===== config.mk =====
export PLATFORM = sky130hd
export DESIGN_NAME = interrupt_ack_controller
export DESIGN_NICKNAME = d
export VERILOG_FILES = /design/src/rtl/interrupt_ack_controller_pkg.sv /design/src/rtl/interrupt_ack_controller_isr_priority_encoder.sv /design/src/rtl/interrupt_ack_controller.sv
export SDC_FILE = /design/constraint.sdc
export NUM_CORES = 1
export LEC_CHECK = 0
export ABC_AREA = 1
export CAP_MARGIN = 20
export CORE_MARGIN = 3
export CORE_UTILIZATION = 55
export DETAILED_ROUTE_END_ITERATION = 7
export PLACE_DENSITY = 0.95
export SLEW_MARGIN = 20
export SYNTH_ARGS = -nofsm -noshare
export SYNTH_HDL_FRONTEND = slang
export SYNTH_SLANG_ARGS = --single-unit

===== constraint.sdc =====
create_clock -name clock -period 9.3 [get_ports clock]
set_input_delay 2.79 -clock clock [delete_from_list [all_inputs] [get_ports clock]]
set_output_delay 2.79 -clock clock [all_outputs]
set_load 0.05 [all_outputs]

===== src/rtl/interrupt_ack_controller_pkg.sv =====
// rtl/interrupt_ack_controller_pkg.sv - shared types, constants and bit helpers for the 8259A acknowledge path
package interrupt_ack_controller_pkg;

   localparam int         PIC_NUM_IR       = 8;
   localparam logic [2:0] PIC_SPURIOUS_LVL = 3'd7;

   typedef enum logic [1:0] {
      ST_IDLE = 2'd0,
      ST_ACK1 = 2'd1,
      ST_ACK2 = 2'd2
   } ack_state_e;

   function automatic logic [2:0] onehot_to_bin(input logic [7:0] oh);
      logic [2:0] b;
      b = '0;
      for (int i = 0; i < 8; i++) begin
         if (oh[i]) b = b | i[2:0];
      end
      return b;
   endfunction

   function automatic logic [7:0] bin_to_onehot(input logic [2:0] b);
      return 8'b1 << b;
   endfunction

   // Rotate right so that bit n lands at position 0.
   function automatic logic [7:0] rot_right8(input logic [7:0] v, input logic [2:0] n);
      return (v >> n) | (v << (4'd8 - {1'b0, n}));
   endfunction

endpackage


===== src/rtl/interrupt_ack_controller_isr_priority_encoder.sv =====
// rtl/interrupt_ack_controller_isr_priority_encoder.sv - rotation-aware highest in-service level finder
module interrupt_ack_controller_isr_priority_encoder
   import interrupt_ack_controller_pkg::*;
(
   input  logic [7:0] isr_i,
   input  logic [2:0] priority_rotate_i,
   output logic [7:0] highest_o,
   output logic [2:0] level_o,
   output logic       valid_o
);

   logic [2:0] start;
   logic [7:0] rotated;
   logic [2:0] offset;

   // Level after priority_rotate is the highest priority, so scan from there upward.
   always_comb begin
      start   = priority_rotate_i + 3'd1;
      rotated = rot_right8(isr_i, start);
      offset  = '0;
      for (int i = 7; i >= 0; i--) begin
         if (rotated[i]) offset = i[2:0];
      end
      valid_o   = |isr_i;
      level_o   = offset + start;
      highest_o = valid_o ? bin_to_onehot(level_o) : '0;
   end

endmodule


===== src/rtl/interrupt_ack_controller.sv =====
// rtl/interrupt_ack_controller.sv - INT/INTA handshake, ISR ownership, EOI and priority rotation
module interrupt_ack_controller
   import interrupt_ack_controller_pkg::*;
#(
   parameter int         NUM_IR       = PIC_NUM_IR,
   parameter logic [2:0] SPURIOUS_LVL = PIC_SPURIOUS_LVL
) (
   input  logic              clock,
   input  logic              reset,
   input  logic [NUM_IR-1:0] interrupt,
   input  logic              inta_n,
   input  logic [4:0]        vector_base,
   input  logic              auto_eoi_config,
   input  logic              eoi_strobe,
   input  logic              eoi_specific,
   input  logic [2:0]        eoi_level,
   input  logic              rotate_on_eoi,
   output logic              int_out,
   output logic [NUM_IR-1:0] isr,
   output logic [NUM_IR-1:0] highest_level_in_service,
   output logic [NUM_IR-1:0] clear_irr,
   output logic [2:0]        priority_rotate,
   output logic [7:0]        data_out,
   output logic              data_out_en
);

   ack_state_e  state_q, state_d;
   logic        inta_prev_q;
   logic        int_out_q, int_out_d;
   logic [7:0]  isr_q, isr_d;
   logic [7:0]  clear_irr_q, clear_irr_d;
   logic [2:0]  rotate_q, rotate_d;
   logic [2:0]  level_q, level_d;
   logic        spur_q, spur_d;
   logic [7:0]  data_out_q, data_out_d;
   logic        data_out_en_q, data_out_en_d;

   logic        inta_fall, inta_rise;
   logic [7:0]  set_mask, aeoi_mask, eoi_mask;
   logic [2:0]  eoi_lvl;
   logic [7:0]  hlis_onehot;
   logic [2:0]  hlis_level;
   logic        hlis_valid;

   interrupt_ack_controller_isr_priority_encoder u_hlis (
      .isr_i             (isr_q),
      .priority_rotate_i (rotate_q),
      .highest_o         (hlis_onehot),
      .level_o           (hlis_level),
      .valid_o           (hlis_valid)
   );

   always_ff @(posedge clock) begin
      if (reset) begin
         state_q       <= ST_IDLE;
         inta_prev_q   <= 1'b1;
         int_out_q     <= 1'b0;
         isr_q         <= '0;
         clear_irr_q   <= '0;
         rotate_q      <= 3'b111;
         level_q       <= '0;
         spur_q        <= 1'b0;
         data_out_q    <= '0;
         data_out_en_q <= 1'b0;
      end else begin
         state_q       <= state_d;
         inta_prev_q   <= inta_n;
         int_out_q     <= int_out_d;
         isr_q         <= isr_d;
         clear_irr_q   <= clear_irr_d;
         rotate_q      <= rotate_d;
         level_q       <= level_d;
         spur_q        <= spur_d;
         data_out_q    <= data_out_d;
         data_out_en_q <= data_out_en_d;
      end
   end

   always_comb begin
      state_d       = state_q;
      int_out_d     = int_out_q;
      clear_irr_d   = '0;
      rotate_d      = rotate_q;
      level_d       = level_q;
      spur_d        = spur_q;
      data_out_d    = data_out_q;
      data_out_en_d = data_out_en_q;
      set_mask      = '0;
      aeoi_mask     = '0;
      eoi_mask      = '0;
      eoi_lvl       = hlis_level;
      inta_fall     = inta_prev_q & ~inta_n;
      inta_rise     = ~inta_prev_q & inta_n;

      case (state_q)
         ST_IDLE: begin
            int_out_d = |interrupt;
            if (inta_fall) begin
               int_out_d = 1'b0;
               state_d   = ST_ACK1;
               if (interrupt == '0) begin
                  level_d = SPURIOUS_LVL;
                  spur_d  = 1'b1;
               end else begin
                  level_d     = onehot_to_bin(interrupt);
                  spur_d      = 1'b0;
                  set_mask    = bin_to_onehot(onehot_to_bin(interrupt));
                  clear_irr_d = set_mask;
               end
            end
         end
         ST_ACK1: begin
            int_out_d = 1'b0;
            if (inta_fall) begin
               state_d       = ST_ACK2;
               data_out_d    = {vector_base, level_q};
               data_out_en_d = 1'b1;
            end
         end
         ST_ACK2: begin
            int_out_d = 1'b0;
            if (inta_rise) begin
               state_d       = ST_IDLE;
               data_out_d    = '0;
               data_out_en_d = 1'b0;
               if (auto_eoi_config && !spur_q) aeoi_mask = bin_to_onehot(level_q);
            end
         end
         default: state_d = ST_IDLE;
      endcase

      if (eoi_strobe) begin
         if (eoi_specific) begin
            eoi_lvl = eoi_level;
            if (isr_q[eoi_level]) eoi_mask = bin_to_onehot(eoi_level);
         end else if (hlis_valid) begin
            eoi_mask = hlis_onehot;
         end
      end

      // An AEOI and an EOI landing on the same bit rotate to the same level, so one update suffices.
      if (rotate_on_eoi) begin
         if (aeoi_mask != '0 && isr_q[level_q]) rotate_d = level_q;
         if (eoi_mask != '0) rotate_d = eoi_lvl;
      end

      isr_d = (isr_q & ~(eoi_mask | aeoi_mask)) | set_mask;
   end

   assign int_out                  = int_out_q;
   assign isr                      = isr_q;
   assign highest_level_in_service = hlis_onehot;
   assign clear_irr                = clear_irr_q;
   assign priority_rotate          = rotate_q;
   assign data_out                 = data_out_q;
   assign data_out_en              = data_out_en_q;

endmodule


=== Yosys cells after proc, flatten, opt, wreduce, memory -nomap -nowiden ===
Index checks and enable logic that the tools add are counted.
Widths: inputs -> output; s select.

* Add/subtract/negate cells: 3
* Order comparisons: 2
* Reductions and logical operators: 17
* Mux-type cells: 51
* Equality and inequality tests: 5
* Shift-type cells: 6
* Bitwise gates (word level): 9

{| class="wikitable"
|+ Operators by type and width
! cell !! number
|-
| $mux 8 || 13
|-
| $mux 3 || 20
|-
| $shl 1x3->8 const A || 4
|-
| $or 8x8->8 || 3
|-
| $pmux 8 s2 || 1
|-
| $reduce_bool 8->1 || 2
|-
| $reduce_or 8->1 || 2
|-
| $mux 2 || 5
|-
| $and 8x8->8 || 1
|-
| $logic_not 8->1 || 1
|-
| $lt 3x4->1 const B || 2
|-
| $not 8->8 || 1
|-
| $shl 8x4->8 || 1
|-
| $shr 8x3->8 || 1
|-
| $mux 1 || 7
|-
| $bmux 1 s3 || 2
|-
| $ne 2x2->1 const B || 3
|-
| $pmux 2 s3 || 1
|-
| $reduce_and 3->1 || 2
|-
| $reduce_bool 2->1 || 3
|-
| $pmux 1 s2 || 2
|-
| $reduce_and 2->1 || 2
|-
| $sub 4x3->4 const A || 1
|-
| $add 3x1->3 const B || 1
|-
| 9 further kinds || 12
|}

* Bits of input ports: 23
* Logic and storage cells: 103
* Flip-flop bits (word level): 36

=== Logic depth before layout (Yosys ltp) ===
Gate-level depths: netlist of the first run.

* Depth after elaboration: 22
* Gate-level depth with buffers: 29
* Gate-level depth less buffers: 29

=== Hierarchy ===
A second synthesis of the first run with hierarchy kept.

* Cell total of the unflattened synthesis: 465
* Area total of the unflattened synthesis: 2897.8 um^2

{| class="wikitable"
|+ By module, submodules not included
! module !! area an instance (um^2) !! cells each !! instances
|-
| interrupt_ack_controller || 2029.4 || 299 || 1
|-
| interrupt_ack_controller_isr_priority_encoder || 868.3 || 166 || 1
|}

=== Least setup slack after synthesis of the first run ===
OpenSTA, ideal clock, no wires.

* Path kind: reg-to-output
* Start point: register rotate_q[0] (netlist: priority_rotate[0])
* End point: output highest_level_in_service[1]
* Setup slack: 2140 ps
* Buffers on the path: 0
* Data required time: 6510 ps
* Arrival: 4370 ps
* Stages on the path, launching flop included: 19
* Cell sequence: dfxtp_1 -> ha_1 -> inv_2 -> nand2_1 -> nand2_1 -> nand2_1 -> nand2_1 -> nand2_1 -> nand3_1 -> nand3_1 -> a31oi_1 -> o31ai_1 -> a21boi_0 -> ha_1 -> inv_1 -> fa_1 -> inv_1 -> nor3_1 -> a21boi_0

* Cells in the longest elaborated chain, start to end: 15

{| class="wikitable"
|+ Ends and longest elaborated chain
! element !! line !! RTL
|-
| from (decl) || interrupt_ack_controller.sv:32 || <nowiki>logic [2:0] rotate_q, rotate_d;</nowiki>
|-
| from (signal assigned) || interrupt_ack_controller.sv:71 || <nowiki>rotate_q <= rotate_d;</nowiki>
|-
| $add 3x1->3 * || interrupt_ack_controller_isr_priority_encoder.sv:18 || <nowiki>start = priority_rotate_i + 3'd1;</nowiki>
|-
| $sub 4x3->4 || interrupt_ack_controller_pkg.sv:28 || <nowiki>return (v >> n) | (v << (4'd8 - {1'b0, n}));</nowiki>
|-
| $shl 8x4->8 || interrupt_ack_controller_pkg.sv:28 ||
|-
| $or 8x8->8 || interrupt_ack_controller_pkg.sv:28 ||
|-
| $mux 3 (8 in series) || interrupt_ack_controller_isr_priority_encoder.sv:22 || <nowiki>if (rotated[i]) offset = i[2:0];</nowiki>
|-
| $add 3x3->3 * || interrupt_ack_controller_isr_priority_encoder.sv:25 || <nowiki>level_o = offset + start;</nowiki>
|-
| $shl 1x3->8 * || interrupt_ack_controller_pkg.sv:23 || <nowiki>return 8'b1 << b;</nowiki>
|-
| $mux 8 * || interrupt_ack_controller_isr_priority_encoder.sv:26 || <nowiki>highest_o = valid_o ? bin_to_onehot(level_o) : '0;</nowiki>
|-
| to (decl) || interrupt_ack_controller.sv:20 || <nowiki>output logic [NUM_IR-1:0] highest_level_in_service,</nowiki>
|}

Mark *: on every way between the ends. The rest lies on a longest branch, timed or not.

=== Worst setup path after layout of the first run ===
Same ends and word-level chain as after synthesis.

==> results of run 1 <==
metal layers:
layer / share of wire / up-vias
li1: - / 1521
met1: 0.40 / 1381
met2: 0.50 / 146
met3: 0.063 / 25
met4: 0.032 / 0
met5: 0 / -
layout make-up:
| cell class | count | area (um2) | share of cell area |
|---|---|---|---|
| timing repair buffer | 59 | 590.6 | 0.1802 |
| clock buffer | 6 | 72.57 | 0.02214 |
| inverter | 52 | 195.2 | 0.05954 |
| tap | 52 | 65.06 | 0.01985 |
| clock inverter | 1 | 5.005 | 0.001527 |
| multi-input combinational | 335 | 1629 | 0.4969 |
| sequential | 36 | 720.7 | 0.2198 |
path summary, 6_finish.rpt:
| kind | from | end | cells after the start |
|---|---|---|---|
| min reg2reg | data_out[1]$_SDFFE_PP0P_ | data_out[1]$_SDFFE_PP0P_ | 2 |
| max reg2reg | priority_rotate[0]$_SDFFE_PP1P_ | priority_rotate[1]$_SDFFE_PP1P_ | 29 |
| max | priority_rotate[0]$_SDFFE_PP1P_ | highest_level_in_service[1] | 19 |
| min | data_out[1]$_SDFFE_PP0P_ | data_out[1]$_SDFFE_PP0P_ | 2 |
logic make-up after synthesis:
| logic type | count (synthesis) |
|---|---|
| buf+inv | 60 |
| flops | 36 |
| compound gates | 65 |
| simple gates | 261 |
| xor+xnor | 1 |
| fa+ha+maj | 8 |
synthesized netlist by cell type:
cell | number | share of area
a2111oi_0 | 1 | 0.0034
a21boi_0 | 2 | 0.0058
a21oi_1 | 21 | 0.041
a221oi_1 | 1 | 0.0034
a22oi_1 | 2 | 0.0058
a31o_2 | 4 | 0.013
a31oi_1 | 3 | 0.0072
buf_2 | 1 | 0.0019
buf_4 | 3 | 0.0087
buf_6 | 1 | 0.0043
clkbuf_1 | 3 | 0.0043
clkinv_1 | 1 | 0.0014
dfxtp_1 | 36 | 0.28
fa_1 | 1 | 0.0077
ha_1 | 7 | 0.034
inv_1 | 46 | 0.067
inv_2 | 5 | 0.0072
nand2_1 | 149 | 0.22
nand2_2 | 5 | 0.012
nand2_4 | 2 | 0.0087
nand3_1 | 37 | 0.071
nand3_2 | 1 | 0.0039
nand4_1 | 5 | 0.012
nor2_1 | 42 | 0.061
nor2_2 | 2 | 0.0048
nor2_4 | 3 | 0.013
nor3_1 | 9 | 0.017
nor4_1 | 5 | 0.012
o2111ai_1 | 1 | 0.0034
o211ai_1 | 2 | 0.0058
o21ai_0 | 19 | 0.037
o21ai_1 | 3 | 0.0058
o21bai_1 | 1 | 0.0029
o221ai_1 | 2 | 0.0068
o22ai_1 | 1 | 0.0024
o31ai_1 | 2 | 0.0058
or3_1 | 1 | 0.0024
xnor2_1 | 1 | 0.0034
per-stage QoR:
stage          power (uW)  setup slack (ps)  instances
5_1_grt             859.6              1142        541
4_1_cts             800.1              1638        541
3_3_place_gp        687.6              2079        534
6_report            799.2              1597        541
3_5_place_dp        695.8              1947        534
2_1_floorplan       577.6              2140        431
state kept, by name, indices dropped and copies added (netlist names):
name             cells
clear_irr            8
data_out             8
isr                  8
level_q              3
priority_rotate      3
state_q              2
data_out_en          1
int_out              1
inta_prev_q          1
spur_q               1
worst register-to-register path, delay by kind of cell (launching register included):
kind | cells | cell delay [ps]
adder cells (fa/ha/maj) | 3 | 990
AO/OA/AOI/OAI | 3 | 470
flip-flops | 1 | 620
buffers and inverters | 4 | 390
XOR/XNOR | 1 | 330
AND/OR/NAND/NOR | 18 | 1760
cells in the final DEF (no fill, tap or decap), types with 3 or more instances in the layout:
master and count:
nand2_1 149, clkdlybuf4s50_1 59, inv_1 46, nor2_1 42
nand3_1 37, dfxtp_1 36, a21oi_1 21, o21ai_0 19
nor3_1 9, ha_1 7, inv_2 5, nand2_2 5
nor4_1 5, nand4_1 5, clkbuf_8 5, a31o_2 4
o21ai_1 3, a31oi_1 3, nor2_4 3
power groups by stage:
stage | sequential, uW | clock, uW | combinational [uW]
after detailed placement | 199 | 0 | 497
final | 196 | 102 | 501
after CTS | 196 | 104 | 501
after floorplan | 241 | 0 | 337
after global placement | 198 | 0 | 489
after global routing | 199 | 108 | 553
==> reports/results.env, run 1 <==
INITIAL_ANTENNA_VIOLATION_COUNT=0
POST_LAYOUT_UTIL=0.7376
FINAL.PERIOD_UTILIZATION=0.8283
GRT.MET3_USAGE=0.04139
POWER_SWITCHING_SHARE=0.5135
ANT_NETS=0
WORST_REL_SLEW_SLACK=0.4714
NUM-NETS-FINAL=520
GR-TOTAL-OVERFLOW=0
SYNTHESIS.AREA_PER_INSTANCE_UM2=6.021
FILLCELLCOUNT=363
FP-ROW-COUNT=24
FINALSETUPVIOLCOUNT=0
POWER_FRAC_SEQ=0.245
TIMING.CRITICAL_PATH.BUF_INV=4
PWR_DENSITY_CELL_nW_PER_UM2=243.8
TIMING.FINAL.CRIT_PERIOD_PS=7703
CRITPATHKIND='flip-flop to output port'
FINAL_MAX_SLEW_VIOL_COUNT=0
FLOW.AREA_GROWTH_FROM_SYNTHESIS_PCT=26.33
CRIT_ARRIVAL_PS=4910
SYNTH_TOP_FAMILY_BY_AREA='simple AND/OR/NAND/NOR gates'
SYN-NUM-NETS=462
FLIP_FLOP_AND_LATCH_COUNT_AFTER_SYNTHESIS=36
GR-USAGE-ALL-LAYERS=0.2823
FLOORPLAN.CORE_AREA_UM2=4444
P_INT_uW=388.8
GRTUSAGEMET1=0.3460
CPMAXSTAGEDELAYCELL='clkdlybuf4s50_1'
HOLDWS_PS=464.7
SWITCHING_POWER_uW=410.4
SYNTH.LIB_CELLS_USED.DISTINCT=38
CTS.PATH.MAX_BUFFERS=2
DIE_WIDTH_UM=74.69
DP_HPWL_UM=5979
ROUTE.DETAILED.DRC=0
GRT_USE_MET2=0.4995
TOP_USAGE_LAYER='met2'
DIEAREA_UM2=5579
POWER_FRAC_COMB=0.627
IR_WORST_VDD_V=0.0001567
POST_DR_VIAS_CELL=5.680
HOLDCRITPATHCLASS='flip-flop to flip-flop'
CRIT_TOP_CELL='nand2_1'
SYNTH_CELLS=431
POST_ROUTE_CELLS_DRIVE_ABOVE_1_SHARE=0.05726
REG2REG_SETUP_SLACK_PS=4600
NUMBER_OF_CLOCK_SINKS_SEEN_BY_CTS=36
WORST-ENDPOINT-REQUIRED_PS=6510
GRT_FIRST_PASS_WIRELENGTH_UM=12300
STATUS='complete, no violations'
STATIC-LEAKAGE-POWER_uW=0.001530
YOSYSWARNINGS=0
CRITICAL_PATH.CELL_CHAIN='ha_1 > inv_2 > nand2_1 > nand2_1 > nand2_1 > nand2_1 > nand2_1 > nand3_1 > nand3_1 > a31oi_1 > o31ai_1 > a21boi_0 > ha_1 > inv_1 > fa_1 > inv_1 > nor3_1 > a21boi_0 > clkdlybuf4s50_1'
SYNTH_AREA_UM2=2595
ROUTE.DETAILED.WL_PER_INST_UM=14.01
SIMPLE_GATE_SHARE_OF_THE_SYNTHESIZED_AREA=0.4339
DESIGN.PORTCOUNT=60
CLOCK_LATENCY_PS=280
POST_CTS_RESIZED=0
FMAXACHIEVABLE_MHz=129.8
TRITONCTS='done'
PORT_BUFFER_COUNT=59
FINALWEIGHTEDCONGESTION=1.018
ROUTED_WL_UM=7578
SYNTH-XOR-AREA-SHARE=0.003375
DR_VIAS=3073
SYNTH_ADDER_AREA_SHARE=0.04147
CTS_BUFFER_COUNT=5
FINAL_DESIGN_AREA_NO_FILL_UM2=3278
FLOORPLAN.INITIALDENSITY=0.5839
CLKSLEWWORSTSETUPHOLDPATHS_PS=70
CRITPATHLAUNCHTYPE='flip-flop'
FIN_SKEW_PS=1.648
CTSROOTBUFFERMASTER='clkbuf_8'
DIODE_INSERTION_COUNT_FOR_ANTENNA_REPAIR=0
FINAL_REPORT_HOLD_VIOLATION_COUNT=0
FIRSTDRTPASSITERS=5
SETUP_TOTAL_NEGATIVE_SLACK_PS=0
CRITPATHMAXSTAGEDELAY_PS=830
CRITICAL_PATH.MAX_FANOUT=16
AREA_FRACTION_IN_COMPOUND_GATES_AFTER_SYNTHESIS=0.1490
WORST_SETUP_PATH_END_KIND='output port'
POST_CTS.REPAIR.SETUP_BUFFERS=0
MAX_SLEW.WORST_PIN.SLEW_PS=785.7
DIE-HEIGHT_UM=74.69
SYNTH-SEQ-AREA-SHARE=0.2777
TIMING.CRITICAL_PATH.MAX_DELAY_FAMILY='buffers and inverters'
GRT_SETUP_UNREPAIRED='false'
DETAIL_ROUTE.ITER0.VIOLATIONS=245
CAP_VIOLATIONS=0
POWER.CLOCK.FRACTION=0.128
CTS_HOLD_BUF=0
POST_DP_CELL_AREA_UM2=3201
GRT_MAX_DEGREE=20
FIRST_GLOBAL_VIAS=2823
CTS_H_TREE_DEPTH=2
SYNTH.MUX.AREA_FRACTION=0
(Power assumes the default switching activity.)
==> inputs of run 2 (changes only) <==
--- a/config.mk
+++ b/config.mk
@@ -8,9 +8,9 @@
 export ABC_AREA = 1
 export CAP_MARGIN = 20
 export CORE_MARGIN = 3
-export CORE_UTILIZATION = 55
+export CORE_UTILIZATION = 51
 export DETAILED_ROUTE_END_ITERATION = 7
-export PLACE_DENSITY = 0.95
+export PLACE_DENSITY = 0.93
 export SLEW_MARGIN = 20
 export SYNTH_ARGS = -nofsm -noshare
 export SYNTH_HDL_FRONTEND = slang
==> constraint.sdc (replaced) <==
create_clock -name clock -period 7.15 [get_ports clock]
set_input_delay 2.145 -clock clock [delete_from_list [all_inputs] [get_ports clock]]
set_output_delay 2.145 -clock clock [all_outputs]
set_load 0.05 [all_outputs]
==> run 2 against run 1 <==
Net effect:
- first-iteration DRC count rose by 20%
- non-clock buffer count did not move
- die area rose by 7.2%
- final area rose by 1.7%
- count of clock-buffer cells in the layout rose by 1
- sequential share of layout area fell by 0.33 points
- combinational power rose by 30%
- largest power group unchanged
==> reports/results.env, run 2 (synthesis gave the netlist of run 1 again) <==
STATUS='complete, no violations'
FIRSTDRTPASSITERS=5
CTS_H_TREE_DEPTH=2
FIRST_GLOBAL_VIAS=2883
FLOW.AREA_GROWTH_FROM_SYNTHESIS_PCT=28.50
TIMING.RR.END='priority_rotate[1]$_SDFFE_PP1P_'
DIE_WIDTH_UM=77.33
CRITICAL_PATH.REG2REG.STARTPOINT='priority_rotate[0]$_SDFFE_PP1P_'
DETAIL_ROUTE.ITER0.VIOLATIONS=295
FINAL_REPORT_HOLD_VIOLATION_COUNT=0
POWER_FRAC_SEQ=0.242
POWER_FRAC_COMB=0.614
TRITONCTS='done'
DIE-HEIGHT_UM=77.33
ANT_NETS=0
GR-TOTAL-OVERFLOW=0
DESIGN.PORTCOUNT=60
DIEAREA_UM2=5980
HOLDCRITPATHCLASS='flip-flop to flip-flop'
POST_ROUTE_CELLS_DRIVE_ABOVE_1_SHARE=0.06135
REG2REGPATHDEPTH=29
TIMING.FINAL.CRIT_PERIOD_PS=6774
FINALWEIGHTEDCONGESTION=0.9012
CRITPATHLAUNCHTYPE='flip-flop'
POST_DR_VIAS_CELL=5.464
MIN_DELAY_WORST_ENDPOINT='data_out[2]$_SDFFE_PP0P_'
PORT_BUFFER_COUNT=59
FINALNONFILLERCELLS=556
CTS.PATH.MAX_BUFFERS=2
CPMAXSTAGEDELAYCELL='clkdlybuf4s50_1'
GRT_FIRST_PASS_WIRELENGTH_UM=12450
ROUTED_WL_UM=7288
CRITPATHKIND='flip-flop to output port'
IR_WORST_VDD_V=0.0002156
FILLCELLCOUNT=439
GR-USAGE-ALL-LAYERS=0.2490
SETUP_TOTAL_NEGATIVE_SLACK_PS=0
CLKSLEWWORSTSETUPHOLDPATHS_PS=60
CTS_BUFFER_COUNT=5
NUM-NETS-FINAL=520
GRT_MAX_DEGREE=20
INITIAL_ANTENNA_VIOLATION_COUNT=0
MOST_FREQUENT_CELLS_IN_THE_LAYOUT='149 x nand2_1, 52 x clkdlybuf4s50_1, 46 x inv_1'
PWR_DENSITY_CELL_nW_PER_UM2=317.4
MAX_SLEW.WORST_PIN.SLEW_PS=676.9
CRIT_TOP_CELL='nand2_1'
CRITICAL_PATH.MAX_FANOUT=16
WORST_SETUP_PATH_END_KIND='output port'
FMAXACHIEVABLE_MHz=147.6
FLOORPLAN.CORE_AREA_UM2=4817
CRITICAL_PATH.CELL_CHAIN='ha_1 > inv_2 > nand2_1 > nand2_1 > nand2_1 > nand2_1 > nand2_1 > nand3_1 > nand3_1 > a31oi_1 > o31ai_1 > a21boi_0 > ha_1 > inv_1 > fa_1 > xnor2_1 > inv_1 > nand3_2 > nand2_4 > nand2_1 > inv_1 > clkdlybuf4s50_1'
CRIT_ARRIVAL_PS=4630
FP-ROW-COUNT=25
LAYOUT.CELLS.MOST_COMMON='nand2_1'
P_INT_uW=523.4
ROUTE.DETAILED.DRC=0
WORST_MIN_PATH_START='data_out[2]$_SDFFE_PP0P_'
SWITCHING_POWER_uW=534.9
WORST_REL_SLEW_SLACK=0.5445
FINAL.PERIOD_UTILIZATION=0.9474
ROUTE.DETAILED.WL_PER_INST_UM=13.11
CTSROOTBUFFERMASTER='clkbuf_8'
GRT_SETUP_UNREPAIRED='false'
CRITPATHMAXSTAGEDELAY_PS=790
FIN_SKEW_PS=6.064
DR_VIAS=3038
HOLD_PATH_DEPTH=2
POST_DP_CELL_AREA_UM2=3219
DIODE_INSERTION_COUNT_FOR_ANTENNA_REPAIR=0
DP_HPWL_UM=5706
FLOORPLAN.INITIALDENSITY=0.5387
PLACEDCELLCOUNT=549
POWER.TOTAL_uW=1058
STATIC-LEAKAGE-POWER_uW=0.001667
POWER_SWITCHING_SHARE=0.5054
FINAL_DESIGN_AREA_NO_FILL_UM2=3334
REG2REG_SETUP_SLACK_PS=2580
POST_CTS.REPAIR.SETUP_BUFFERS=0
NUMBER_OF_CLOCK_SINKS_SEEN_BY_CTS=36
CAP_VIOLATIONS=0
FINALSETUPVIOLCOUNT=0
WORST-ENDPOINT-REQUIRED_PS=5010
FINAL_MAX_SLEW_VIOL_COUNT=0
POWER.CLOCK.FRACTION=0.144
POST_LAYOUT_UTIL=0.6922
CLOCK_LATENCY_PS=290
-- run 2: power groups by stage --
stage | logic [uW] | clock network (uW) | registers, uW
2_1_floorplan | 438 | 0 | 314
3_3_place_gp | 632 | 0 | 259
3_5_place_dp | 646 | 0 | 260
4_1_cts | 648 | 156 | 256
5_1_grt | 717 | 163 | 261
6_report | 650 | 152 | 256
-- run 2: through the flow --
step                      hold WS [ps]  worst slack, ps
after floorplan                  474.0            635.5
after global placement           451.7            621.5
after detailed placement         457.5            422.1
after CTS                        466.9            105.0
after global routing             485.2           0.5205
final                            464.6            375.8
-- run 2: area by class of cell --
| class | instances | area, um2 | area share |
|---|---|---|---|
| clock buffer | 7 | 96.34 | 0.02889 |
| inverter | 52 | 195.2 | 0.05854 |
| multi-input combinational | 335 | 1629 | 0.4886 |
| sequential | 36 | 721.9 | 0.2165 |
| tap | 67 | 83.83 | 0.02514 |
| timing repair buffer | 59 | 608.1 | 0.1824 |
-- run 2: worst max path at each step --
stage | start | end | cells past startpoint
floorplan | priority_rotate[0]$_SDFFE_PP1P_ | highest_level_in_service[1] | 18
global placement | priority_rotate[0]$_SDFFE_PP1P_ | highest_level_in_service[1] | 19
finish | priority_rotate[0]$_SDFFE_PP1P_ | highest_level_in_service[3] | 22
CTS | priority_rotate[0]$_SDFFE_PP1P_ | highest_level_in_service[1] | 19
detailed placement | priority_rotate[0]$_SDFFE_PP1P_ | highest_level_in_service[1] | 19
global route | priority_rotate[0]$_SDFFE_PP1P_ | highest_level_in_service[3] | 22
-- run 2: critical path, delay by kind of cell, from the launching register on --
family                   cells  cell delay, ps
AND/OR/NAND/NOR             10            1070
flip-flops                   1             490
XOR/XNOR                     1             190
buffers and inverters        5            1220
AO/OA/AOI/OAI                3             420
adder cells (fa/ha/maj)      3             950
-- run 2: routing by layer --
metal	up-vias	track usage	routed length, um
li1	1528	-	-
met1	1350	0.3033	3100
met2	140	0.4352	3523
met3	20	0.03596	508
met4	0	0.1068	156
met5	-	0	0
-- run 2: what timing repair did --
| item | CTS | global route |
|---|---|---|
| hold buffers | 0 | 0 |
| gates resized for setup | 0 | 8 |
| hold endpoints to repair | 0 | 0 |
| endpoints found under the setup margin | 0 | 8 |
==> inputs of run 3 (changes only) <==
--- a/config.mk
+++ b/config.mk
@@ -5,10 +5,9 @@
 export SDC_FILE = /design/constraint.sdc
 export NUM_CORES = 1
 export LEC_CHECK = 0
-export ABC_AREA = 1
 export CAP_MARGIN = 20
 export CORE_MARGIN = 3
-export CORE_UTILIZATION = 51
+export CORE_UTILIZATION = 53
 export DETAILED_ROUTE_END_ITERATION = 7
 export PLACE_DENSITY = 0.93
 export SLEW_MARGIN = 20
==> run 3 against run 2 <==
Net effect:
- sequential share of layout area shrank 2.8 points
- critical endpoint is now highest_level_in_service[2]
- synthesized area grew 19%
- cell count shrank 8.6%
- power grew 49%
- largest cell class unchanged
- critical path type unchanged
- wire length grew 27%
- die area grew 13%
- maximum frequency shrank 0.60%
- first-iteration DRC count grew 45%
- setup slack lost 41 ps
==> reports/results.env, run 3 <==
STATUS='complete, no violations'
GRT_MAX_DEGREE=40
ROUTED_WL_UM=9246
DESIGN.PORTCOUNT=60
ASYNC_FLOP_SHARE=0
NUM-NETS-FINAL=466
CRIT_ARRIVAL_PS=4670
CTS_BUFFER_COUNT=5
SETUP_TOTAL_NEGATIVE_SLACK_PS=0
STATIC-LEAKAGE-POWER_uW=0.001414
GR-TOTAL-OVERFLOW=0
PORT_BUFFER_COUNT=59
FILLCELLCOUNT=424
TIMING.FINAL.CRIT_PERIOD_PS=6815
POST_CTS.REPAIR.SETUP_BUFFERS=0
SYNTH_AREA_UM2=3088
POST_DR_VIAS_CELL=6.421
FINALNONFILLERCELLS=508
MOST_FREQUENT_CELLS_IN_THE_LAYOUT='55 x nor2_1, 51 x clkdlybuf4s50_1, 36 x dfxtp_1'
WORST_SETUP_PATH_END_KIND='output port'
ANT_NETS=0
ROUTE.DETAILED.WL_PER_INST_UM=18.20
DIE_WIDTH_UM=82.33
TIMING.CRITICAL_PATH.MAX_DELAY_FAMILY='compound AO/OA/AOI/OAI gates'
CTS_HOLD_BUF=0
FLOW.AREA_GROWTH_FROM_SYNTHESIS_PCT=23.58
FMAXACHIEVABLE_MHz=146.7
GR-USAGE-ALL-LAYERS=0.2797
CRITPATHLAUNCHTYPE='flip-flop'
GRT_FIRST_PASS_WIRELENGTH_UM=14790
SYNTH-XOR-AREA-SHARE=0.02147
FIRST_GLOBAL_VIAS=3029
HOLDCRITPATHCLASS='flip-flop to flip-flop'
YOSYS-TOP-CELLS-AREA='dfxtp_1 23%, nor2_1 6.7%, mux2i_1 5.8%'
TIMING.CRITICAL_PATH.BUF_INV=3
SYN-NUM-NETS=427
FLIP_FLOP_AND_LATCH_COUNT_AFTER_SYNTHESIS=36
DR_VIAS=3262
FLOORPLAN.CORE_AREA_UM2=5574
PWR_DENSITY_CELL_nW_PER_UM2=413.2
SYNTH_TOP_AREA_FRAC=0.2334
WORST_REL_SLEW_SLACK=0.5640
FIRSTDRTPASSITERS=6
FINAL_MAX_SLEW_VIOL_COUNT=0
INITIAL_ANTENNA_VIOLATION_COUNT=0
CRITPATHMAXSTAGEDELAY_PS=490
CRITICAL_PATH.MAX_FANOUT=28
DIEAREA_UM2=6778
SYNTH.MUX.AREA_FRACTION=0.1313
POST_CTS_RESIZED=0
SYNTH_CELLS=396
NETLIST_TOP_CELLS_COUNT='55 x nor2_1, 36 x dfxtp_1, 31 x nand2_1'
NUMBER_OF_CLOCK_SINKS_SEEN_BY_CTS=36
FINAL.PERIOD_UTILIZATION=0.9532
DP_HPWL_UM=6645
CRITPATHKIND='flip-flop to output port'
PLACEDCELLCOUNT=500
FLOORPLAN.INITIALDENSITY=0.5540
CTS_H_TREE_DEPTH=2
FP-ROW-COUNT=27
FINALWEIGHTEDCONGESTION=0.9900
CRITICAL_PATH.CELL_CHAIN='ha_1 > buf_4 > mux2i_1 > a221oi_1 > a311oi_1 > nand2_1 > a211oi_1 > o21ai_0 > a21boi_0 > nor2_1 > ha_1 > inv_1 > fa_1 > xor2_1 > xor2_2 > nor2_1 > buf_12'
CTS.PATH.MAX_BUFFERS=2
POST_LAYOUT_UTIL=0.6846
DIE-HEIGHT_UM=82.33
YOSYSMOSTFREQUENTCELL='nor2_1'
CPMAXSTAGEDELAYCELL='xor2_1'
SIMPLE_GATE_SHARE_OF_THE_SYNTHESIZED_AREA=0.3088
TRITONCTS='done'
POWER.TOTAL_uW=1577
IR_WORST_VDD_V=0.0003730
SYNTH.LIB_CELLS_USED.DISTINCT=67
CAP_VIOLATIONS=0
SYNTH_ADDER_AREA_SHARE=0.03485
YOSYSWARNINGS=0
MAX_SLEW.WORST_PIN.SLEW_PS=653.9
NETLIST.TOP_CELL.BY_AREA='dfxtp_1'
FIN_SKEW_PS=5.598
DIODE_INSERTION_COUNT_FOR_ANTENNA_REPAIR=0
LAYOUT.CELLS.MOST_COMMON='nor2_1'
SYNTH_TOP_FAMILY_BY_AREA='simple AND/OR/NAND/NOR gates'
POST_ROUTE_CELLS_DRIVE_ABOVE_1_SHARE=0.1284
DETAIL_ROUTE.ITER0.VIOLATIONS=428
CLKSLEWWORSTSETUPHOLDPATHS_PS=70
ROUTE.DETAILED.DRC=0
CLOCK_LATENCY_PS=290
YOSYS_MOST_USED_DFF='dfxtp_1'
AREA_FRACTION_IN_COMPOUND_GATES_AFTER_SYNTHESIS=0.2006
CTSROOTBUFFERMASTER='clkbuf_8'
SYNTH-SEQ-AREA-SHARE=0.2334
FINAL_REPORT_HOLD_VIOLATION_COUNT=0
FINALSETUPVIOLCOUNT=0
GRT_SETUP_UNREPAIRED='false'
WORST-ENDPOINT-REQUIRED_PS=5010
SYNTHESIS.AREA_PER_INSTANCE_UM2=7.798
SYNTH_ENABLE_FLOP_CELLS=0
-- run 3: path summary, 6_finish.rpt --
kind | slack [ps] | from | cells after the start | end
setup / recovery | 330 | priority_rotate[1]$_SDFFE_PP1P_ | 17 | highest_level_in_service[2]
hold / removal | 490 | data_out[1]$_SDFFE_PP0P_ | 2 | data_out[1]$_SDFFE_PP0P_
setup reg to reg | 2330 | priority_rotate[1]$_SDFFE_PP1P_ | 20 | priority_rotate[0]$_SDFFE_PP1P_
hold reg to reg | 490 | data_out[1]$_SDFFE_PP0P_ | 2 | data_out[1]$_SDFFE_PP0P_
-- run 3: power by group --
part / internal (uW) / switching [uW]
Clock: 69.3 / 76.9
Combinational: 460 / 726
Sequential: 216 / 28.2
Total: 745 / 832
-- run 3: cell type report --
cell class | count | area [um2] | area share
clock buffers | 6 | 72.57 | 0.01902
clock inverters | 2 | 16.27 | 0.004262
inverters | 12 | 45.04 | 0.01180
flip-flops and latches | 36 | 720.7 | 0.1889
multi-input cells | 315 | 2156 | 0.5649
repair buffers | 65 | 715.7 | 0.1875
well taps | 72 | 90.09 | 0.02361
-- run 3: cell families after synthesis --
logic type | count (synthesis)
buffers and inverters | 45
AOI/OAI and AO/OA | 89
and+or+nand+nor | 181
xor gates and xnor gates | 5
muxes | 32
DFF | 36
adders and majority gates | 8
-- run 3: metrics by stage --
stage,hold WS (ps),cell area [um2],setup slack [ps]
floorplan,455.9,3088,546.9
finish,490.2,3816,334.9
global route,520.1,3816,33.18
global placement,467.0,3724,773.3
CTS,495.4,3812,389.7
detailed placement,482.0,3724,726.4
-- run 3: tightest hold or removal path: cells and delay by family (launching register included) --
kind | cells | cell delay (ps)
flip-flops | 1 | 330
AO/OA/AOI/OAI | 1 | 60
AND/OR/NAND/NOR | 1 | 70
-- run 3: metal layers --
layer,GRT usage,vias to the layer above,part of all wire
li1,-,1509,-
met1,0.3525,1492,0.39
met4,0.1196,0,0.035
met5,0,-,0
met3,0.05098,44,0.097
met2,0.4655,217,0.48
